===== src/rtl/clock_set_ctrl_if.sv =====
// Pushbutton inputs and timekeeping control strobes exchanged between
// clock_set_ctrl (slave) and its environment (master).
interface clock_set_ctrl_if;
    logic       btn_mode_i;
    logic       btn_inc_i;
    logic       run_en_o;
    logic       inc_hr_o;
    logic       inc_min_o;
    logic       clr_sec_o;
    logic [1:0] mode_o;
    logic       blink_o;

    modport master (
        output btn_mode_i, btn_inc_i,
        input  run_en_o, inc_hr_o, inc_min_o, clr_sec_o, mode_o, blink_o
    );

    modport slave (
        input  btn_mode_i, btn_inc_i,
        output run_en_o, inc_hr_o, inc_min_o, clr_sec_o, mode_o, blink_o
    );
endinterface


===== src/rtl/clock_set_ctrl.sv =====
// RTC mode/setting controller: debounces the mode and inc buttons and sequences RUN,
// SET_HR and SET_MIN. Build option AUTO_REPEAT_EN adds hold-to-repeat on the inc button.
module clock_set_ctrl #(
    parameter int DEB_CYCLES     = 2000,
    parameter int REPEAT_DELAY   = 20000,
    parameter int REPEAT_RATE    = 8000,
    parameter int TIMEOUT_CYCLES = 400000,
    parameter int BLINK_CYCLES   = 10000,
    parameter int CNT_W          = 20
) (
    input logic             div_clk,
    input logic             rst_i,
    clock_set_ctrl_if.slave ctl
);
    typedef enum logic [1:0] {
        S_RUN     = 2'd0,
        S_SET_HR  = 2'd1,
        S_SET_MIN = 2'd2
    } state_t;

    localparam logic [CNT_W-1:0] DEB_LAST   = CNT_W'(DEB_CYCLES - 1);
    localparam logic [CNT_W-1:0] IDLE_LAST  = CNT_W'(TIMEOUT_CYCLES - 1);
    localparam logic [CNT_W-1:0] BLINK_LAST = CNT_W'(BLINK_CYCLES - 1);

    logic [1:0]       btn_raw;
    logic [1:0]       sync_p0;
    logic [1:0]       sync_p1;
    logic [1:0]       deb_lvl;
    logic [1:0]       deb_lvl_q;
    logic [CNT_W-1:0] deb_cnt [2];
    logic             press_mode;
    logic             press_inc;
    logic             rpt_pulse;

    state_t           state;
    state_t           state_nxt;
    logic             state_chg;
    logic             timeout;
    logic             inc_evt;

    logic [CNT_W-1:0] idle_cnt;
    logic [CNT_W-1:0] idle_d;
    logic [CNT_W-1:0] blink_cnt;
    logic [CNT_W-1:0] blink_cnt_d;
    logic             blink_q;
    logic             blink_d;
    logic             run_en_q;
    logic             run_en_d;
    logic             clr_sec_q;
    logic             clr_sec_d;
    logic             inc_hr_q;
    logic             inc_hr_d;
    logic             inc_min_q;
    logic             inc_min_d;

    // Bit 0 carries the mode button, bit 1 the inc button.
    assign btn_raw = {ctl.btn_inc_i, ctl.btn_mode_i};

    // Synchronizer stages p0/p1, then a level debouncer per button.
    always_ff @(posedge div_clk or negedge rst_i) begin
        if (!rst_i) begin
            sync_p0    <= '0;
            sync_p1    <= '0;
            deb_lvl    <= '0;
            deb_lvl_q  <= '0;
            deb_cnt[0] <= '0;
            deb_cnt[1] <= '0;
        end else begin
            sync_p0   <= btn_raw;
            sync_p1   <= sync_p0;
            deb_lvl_q <= deb_lvl;
            for (int b = 0; b < 2; b++) begin
                if (sync_p1[b] == deb_lvl[b]) begin
                    deb_cnt[b] <= '0;
                end else if (deb_cnt[b] == DEB_LAST) begin
                    deb_lvl[b] <= sync_p1[b];
                    deb_cnt[b] <= '0;
                end else begin
                    deb_cnt[b] <= deb_cnt[b] + 1'b1;
                end
            end
        end
    end

    assign press_mode = deb_lvl[0] & ~deb_lvl_q[0];
    assign press_inc  = deb_lvl[1] & ~deb_lvl_q[1];

    assign state_chg = (state_nxt != state);
    assign timeout   = (state != S_RUN) && (idle_cnt == IDLE_LAST);
    // A mode press or timeout in the same cycle swallows the inc event.
    assign inc_evt   = (state != S_RUN) && !state_chg && (press_inc || rpt_pulse);

`ifdef AUTO_REPEAT_EN
    localparam logic [CNT_W-1:0] RPT_DLY_LAST  = CNT_W'(REPEAT_DELAY - 1);
    localparam logic [CNT_W-1:0] RPT_RATE_LAST = CNT_W'(REPEAT_RATE - 1);

    logic             rpt_armed;
    logic             rpt_first;
    logic [CNT_W-1:0] rpt_cnt;

    assign rpt_pulse = rpt_armed && deb_lvl[1] &&
                       (rpt_cnt == (rpt_first ? RPT_DLY_LAST : RPT_RATE_LAST));

    // Only a press accepted in the current set state arms the repeat.
    always_ff @(posedge div_clk or negedge rst_i) begin
        if (!rst_i) begin
            rpt_armed <= 1'b0;
            rpt_first <= 1'b0;
            rpt_cnt   <= '0;
        end else if (state_chg || !deb_lvl[1]) begin
            rpt_armed <= 1'b0;
            rpt_first <= 1'b0;
            rpt_cnt   <= '0;
        end else if (inc_evt && press_inc) begin
            rpt_armed <= 1'b1;
            rpt_first <= 1'b1;
            rpt_cnt   <= '0;
        end else if (rpt_pulse) begin
            rpt_first <= 1'b0;
            rpt_cnt   <= '0;
        end else if (rpt_armed) begin
            rpt_cnt   <= rpt_cnt + 1'b1;
        end
    end
`else
    assign rpt_pulse = 1'b0;
`endif

    always_ff @(posedge div_clk or negedge rst_i) begin
        if (!rst_i) begin
            state     <= S_RUN;
            idle_cnt  <= '0;
            blink_cnt <= '0;
            blink_q   <= 1'b0;
            run_en_q  <= 1'b1;
            clr_sec_q <= 1'b0;
            inc_hr_q  <= 1'b0;
            inc_min_q <= 1'b0;
        end else begin
            state     <= state_nxt;
            idle_cnt  <= idle_d;
            blink_cnt <= blink_cnt_d;
            blink_q   <= blink_d;
            run_en_q  <= run_en_d;
            clr_sec_q <= clr_sec_d;
            inc_hr_q  <= inc_hr_d;
            inc_min_q <= inc_min_d;
        end
    end

    always_comb begin
        state_nxt = state;
        case (state)
            S_RUN:     if (press_mode) state_nxt = S_SET_HR;
            S_SET_HR:  if (press_mode) state_nxt = S_SET_MIN;
                       else if (timeout) state_nxt = S_RUN;
            S_SET_MIN: if (press_mode || timeout) state_nxt = S_RUN;
            default:   state_nxt = S_RUN;
        endcase
    end

    always_comb begin
        run_en_d    = (state_nxt == S_RUN);
        clr_sec_d   = (state == S_RUN) && (state_nxt == S_SET_HR);
        inc_hr_d    = inc_evt && (state == S_SET_HR);
        inc_min_d   = inc_evt && (state == S_SET_MIN);
        idle_d      = idle_cnt + 1'b1;
        blink_cnt_d = blink_cnt + 1'b1;
        blink_d     = blink_q;
        if (state_chg || state == S_RUN || press_mode || press_inc || rpt_pulse) begin
            idle_d = '0;
        end
        if (state_chg || state_nxt == S_RUN) begin
            blink_cnt_d = '0;
            blink_d     = 1'b0;
        end else if (blink_cnt == BLINK_LAST) begin
            blink_cnt_d = '0;
            blink_d     = ~blink_q;
        end
    end

    assign ctl.run_en_o  = run_en_q;
    assign ctl.clr_sec_o = clr_sec_q;
    assign ctl.inc_hr_o  = inc_hr_q;
    assign ctl.inc_min_o = inc_min_q;
    assign ctl.mode_o    = state;
    assign ctl.blink_o   = blink_q;
endmodule


===== src/flat_wrapper.sv =====
// flat-port wrapper written by rule: the top's interface ports become plain ports
module clock_set_ctrl_flat 
#(
    parameter int DEB_CYCLES     = 2000,
    parameter int REPEAT_DELAY   = 20000,
    parameter int REPEAT_RATE    = 8000,
    parameter int TIMEOUT_CYCLES = 400000,
    parameter int BLINK_CYCLES   = 10000,
    parameter int CNT_W          = 20
)
  (div_clk, rst_i, ctl_btn_mode_i, ctl_btn_inc_i, ctl_run_en_o, ctl_inc_hr_o, ctl_inc_min_o, ctl_clr_sec_o, ctl_mode_o, ctl_blink_o);
  clock_set_ctrl_if ctl_i ();
  input logic div_clk;
  input logic rst_i;
  input wire logic [$bits(ctl_i.btn_mode_i)-1:0] ctl_btn_mode_i;
  input wire logic [$bits(ctl_i.btn_inc_i)-1:0] ctl_btn_inc_i;
  output wire logic [$bits(ctl_i.run_en_o)-1:0] ctl_run_en_o;
  output wire logic [$bits(ctl_i.inc_hr_o)-1:0] ctl_inc_hr_o;
  output wire logic [$bits(ctl_i.inc_min_o)-1:0] ctl_inc_min_o;
  output wire logic [$bits(ctl_i.clr_sec_o)-1:0] ctl_clr_sec_o;
  output wire logic [$bits(ctl_i.mode_o)-1:0] ctl_mode_o;
  output wire logic [$bits(ctl_i.blink_o)-1:0] ctl_blink_o;
  assign ctl_i.btn_mode_i = ctl_btn_mode_i;
  assign ctl_i.btn_inc_i = ctl_btn_inc_i;
  assign ctl_run_en_o = ctl_i.run_en_o;
  assign ctl_inc_hr_o = ctl_i.inc_hr_o;
  assign ctl_inc_min_o = ctl_i.inc_min_o;
  assign ctl_clr_sec_o = ctl_i.clr_sec_o;
  assign ctl_mode_o = ctl_i.mode_o;
  assign ctl_blink_o = ctl_i.blink_o;
  clock_set_ctrl #(.DEB_CYCLES(DEB_CYCLES), .REPEAT_DELAY(REPEAT_DELAY), .REPEAT_RATE(REPEAT_RATE), .TIMEOUT_CYCLES(TIMEOUT_CYCLES), .BLINK_CYCLES(BLINK_CYCLES), .CNT_W(CNT_W)) u_core (.div_clk(div_clk), .rst_i(rst_i), .ctl(ctl_i));
endmodule

===== config.mk =====
export PLATFORM = sky130hd
export DESIGN_NAME = clock_set_ctrl_flat
export DESIGN_NICKNAME = d
export VERILOG_FILES = /design/src/rtl/clock_set_ctrl_if.sv /design/src/rtl/clock_set_ctrl.sv /design/src/flat_wrapper.sv
export SDC_FILE = /design/constraint.sdc
export NUM_CORES = 1
export LEC_CHECK = 0
export ABC_AREA = 1
export BUFFER_PORTS_ARGS = -buffer_cell sky130_fd_sc_hd__buf_2
export CORE_UTILIZATION = 60
export CTS_CLUSTER_DIAMETER = 40
export DETAILED_ROUTE_END_ITERATION = 12
export PLACE_DENSITY = 0.8
export SLEW_MARGIN = 20
export SYNTH_ARGS = -nofsm -noshare
export SYNTH_HDL_FRONTEND = slang
export SYNTH_SLANG_ARGS = --single-unit

===== constraint.sdc =====
create_clock -name div_clk -period 1.8 [get_ports div_clk]
set_clock_uncertainty 0.05 [all_clocks]
set_input_delay 0.36 -clock div_clk [delete_from_list [all_inputs] [get_ports div_clk]]
set_output_delay 0.36 -clock div_clk [all_outputs]
set_load 0.01 [all_outputs]

==> summary.md <==
| Metric | Value |
|---|---|
| Outcome | `finished clean` |
| Least-Margin Pin Slew | `0.500 ns` |
| Chip width | `94.9 um` |
| Starting Density | `62.4%` |
| Synthesis-to-layout area growth | `8.27%` |
| Dpl hpwl | `between 7 and 8 mm` |
| Seq cells post-synth | `95` |
| Largest family of logic cells by synthesized area | `simple AND/OR/NAND/NOR gates` |
| CTS tree | `done` |
| Clk sinks | `95` |
| Cts bufs inserted | `9` |
| Final Hold Fails | `0` |
| Core area | `between 8000 and 9000 sq um` |
| CTS Buffer Depth | `2` |
| Worst reg-to-reg path cell count | `6` |
| Leakage | `~2.3 nW` |
| First-pass GRT wire length | `17.9 mm` |
| Final instance count without filler cells | `approximately 800` |
| Max incr delay on CP | `0.46 ns` |
| Xor and xnor fraction of the mapped netlist area | `under 10%` |
| Maximum vdd drop | `roughly 0.47 mV` |
| Adder-cell share of the synthesized area | `0.967%` |
| Clk_lat worst skew | `around 0.37 ns` |
| Crit path required time | `approximately 2.0 ns` |
| Final Cycle Share | `between 90 and 100%` |
| Via density | `about 5.2` |
| # H-tree levels | `3` |
| Global Route Usage Sum | `between 20% and 30%` |
| Residual DRC count | `0` |
| RSZ-0062 raised after global routing | `no` |
| HP Class | `primary input to register` |
| Gr ovfl total | `0` |
| Avg WL per Cell | `between 10 and 15 um` |
| Post-synthesis compound-gate area fraction | `1.16%` |
| Critical Path Sink Type | `register` |
| Fin crit period | `between 1.5 and 2 ns` |
| Die Ht | `94.9 um` |
| First drt pass iteration count | `5` |
| Post-Syn Area | `slightly above 5000 sq um` |
| Peak Freq | `roughly 0.61 GHz` |
| Hold Path Depth | `1` |
| Starting DRT DRC Count | `134` |
| N_diodes | `0` |
| Distinct cells, synth | `31` |
| # setup viols final | `0` |
| Gpl congestion | `0.907` |
| Cells after DPL | `between 700 and 800` |
| Root Driver | `clkbuf_8` |
| Layout cell share with drive strength beyond 1 | `a little under an eighth` |
| Nets@finish | `roughly 700` |
| Arrival time worst endpoint | `roughly 1.8 ns` |
| Port bufs | `10` |
| Vias | `roughly 4200` |
| Slowest-stage cell, CP | `dfrtp_1` |
| Placement row count | `33` |
| Syn Nets | `a little under 700` |
| Io pins | `11` |
| Fillers | `698` |
| PwrDens | `680 nW/um^2` |
| Max-slew headroom | `approximately two thirds` |
| Antenna viol nets, final | `0` |
| Largest net degree at the start of global routing | `between 50 and 60` |
| Simple-gate share of the synthesized area | `roughly two fifths` |
| Crit path cell chain | `ha_1, nand2_1, nor2_2, nand3_2, nand2_2, nor2_1` |
| Average cell area after synthesis | `7.67 sq um` |
| Initial antenna violation count | `0` |
| TNS Setup | `0 ns` |
| Final Max Tran Viols | `0` |
| Die Area | `9000 sq um` |
| CP Launch Type | `register` |
| Crit path max fanout | `7` |
| Synth Instances | `roughly 680` |
| Ys Warns | `0` |
| Via count of the first global-routing pass | `between 4000 and 5000` |
| Worst-path clk slew | `about 0.08 ns` |
| Worst Path Class, Setup | `register to register` |
| Register area share after synthesis | `between 40% and 50%` |
| Final WL | `10.0 mm` |
| Number of max-cap violations | `0` |
| Multiplexer area fraction after synthesis | `0%` |
[critical path, delay by kind of cell, from the launching register on]
family	cells	cell delay (ns)
adders and majority gates	1	0.30
and+or+nand+nor	5	0.71
DFF	1	0.46
[power breakdown]
part           leakage (nW)  internal [mW]  switching (mW)  total, mW
clock                 0.116          0.816           0.737       1.55
sequential             1.31           2.15          0.0115       2.16
combinational         0.873         0.0240          0.0735     0.0975
[state kept, by name, summed over array words and instances (netlist names)]
register	count
u_core.blink_cnt	20
u_core.ctl.blink_o	1
u_core.ctl.clr_sec_o	1
u_core.ctl.inc_hr_o	1
u_core.ctl.inc_min_o	1
u_core.ctl.mode_o	2
u_core.ctl.run_en_o	1
u_core.deb_cnt	40
u_core.deb_lvl	2
u_core.deb_lvl_q	2
u_core.idle_cnt	20
u_core.sync_p0	2
u_core.sync_p1	2
[cell type report]
| cell class | instances | area (sq um) | area share, % |
|---|---|---|---|
| tap | 105 | 131 | 2.34 |
| clock buffer | 10 | 138 | 2.46 |
| clock inverter | 6 | 83.8 | 1.50 |
| inverter | 62 | 233 | 4.15 |
| sequential | 95 | 2380 | 42.4 |
| timing repair buffer | 17 | 133 | 2.37 |
| multi-input combinational | 511 | 2510 | 44.7 |
[worst paths after layout]
kind / startpoint / end / slack [ns]
max: u_core.deb_cnt[0] / u_core.deb_cnt[10] / 0.16
min: ctl_btn_inc_i / u_core.sync_p0[1] / 0.05
max reg2reg: u_core.deb_cnt[0] / u_core.deb_cnt[10] / 0.16
min reg2reg: u_core.sync_p0[1] / u_core.sync_p1[1] / 0.31
max in group asynchronous: rst_i / u_core.deb_cnt[17] / 0.78
min in group asynchronous: rst_i / u_core.idle_cnt[14] / 0.45
[metrics by stage]
| stage | instance area [sq um] | utilization [%] | power, mW | setup WS (ns) | hold WS [ns] |
|---|---|---|---|---|---|
| final | 5600 | 67.5 | 3.81 | 0.160 | 0.0512 |
| after global routing | 5600 | 67.5 | 3.96 | 0.000844 | 0.0414 |
| after CTS | 5590 | 67.4 | 3.86 | 0.0784 | 0.0426 |
| after detailed placement | 5360 | 64.6 | 2.30 | 0.0889 | 0.295 |
| after global placement | 5360 | 64.6 | 2.30 | 0.187 | 0.283 |
| after floorplan | 5180 | - | 2.24 | 0.274 | 0.0144 |
[Yosys cell counts]
master,instances,area share (%)
nor2_1,175,13
nand2_1,166,12
dfrtp_1,94,45
inv_1,56,4.1
nand3_1,42,4.1
xor2_1,31,5.2
nor2_2,17,2.1
xnor2_1,14,2.4
nand4_1,12,1.5
nor3_1,11,1.1
inv_2,6,0.44
buf_6,5,1.1
nand2_2,5,0.60
nand3_2,5,0.97
nor2_4,5,1.1
ha_1,4,0.97
o21ai_0,4,0.39
a21oi_1,3,0.29
nand3b_1,3,0.44
nand4_2,2,0.48
nor3_2,2,0.39
nor3b_1,2,0.29
o21ai_1,2,0.19
o21bai_1,2,0.29
and2_0,1,0.12
buf_2,1,0.097
buf_4,1,0.15
dfstp_2,1,0.51
nand3b_4,1,0.39
nor3b_2,1,0.24
or2_2,1,0.12
[cells in the final DEF, fill, tap and decap left out, drive strengths merged]
master	count
ha	4
xor2	31
nand2	171
a21oi	3
dlygate4sd3	1
dfstp	1
bufinv	2
nand3b	4
nand4	14
o21bai	2
and2	1
clkbuf	10
inv	62
dfrtp	94
clkinv	4
o21ai	6
nor2	197
or2	1
xnor2	14
nor3	13
buf	16
nand3	47
nor3b	3
[cells by family after synthesis]
logic type / after synthesis
AOI/OAI and AO/OA: 11
xor gates and xnor gates: 45
adders and majority gates: 4
buffers and inverters: 69
DFF: 95
and+or+nand+nor: 451
[what timing repair did]
action,in CTS,in global routing
endpoints found under the hold margin,54,0
buffers inserted,0,0
endpoints found under the setup margin,0,31
hold buffers,1,0
gates resized for setup,0,2
[layer usage]
| layer | share of wire, % | global-route usage [%] | up-vias |
|---|---|---|---|
| met5 | 0 | 0 | - |
| met4 | 2.2 | 11.4 | 0 |
| met3 | 2.9 | 3.62 | 22 |
| met2 | 48 | 42.0 | 80 |
| met1 | 47 | 33.8 | 1989 |
| li1 | - | - | 2133 |
Power figures use the tool's default switching activity.
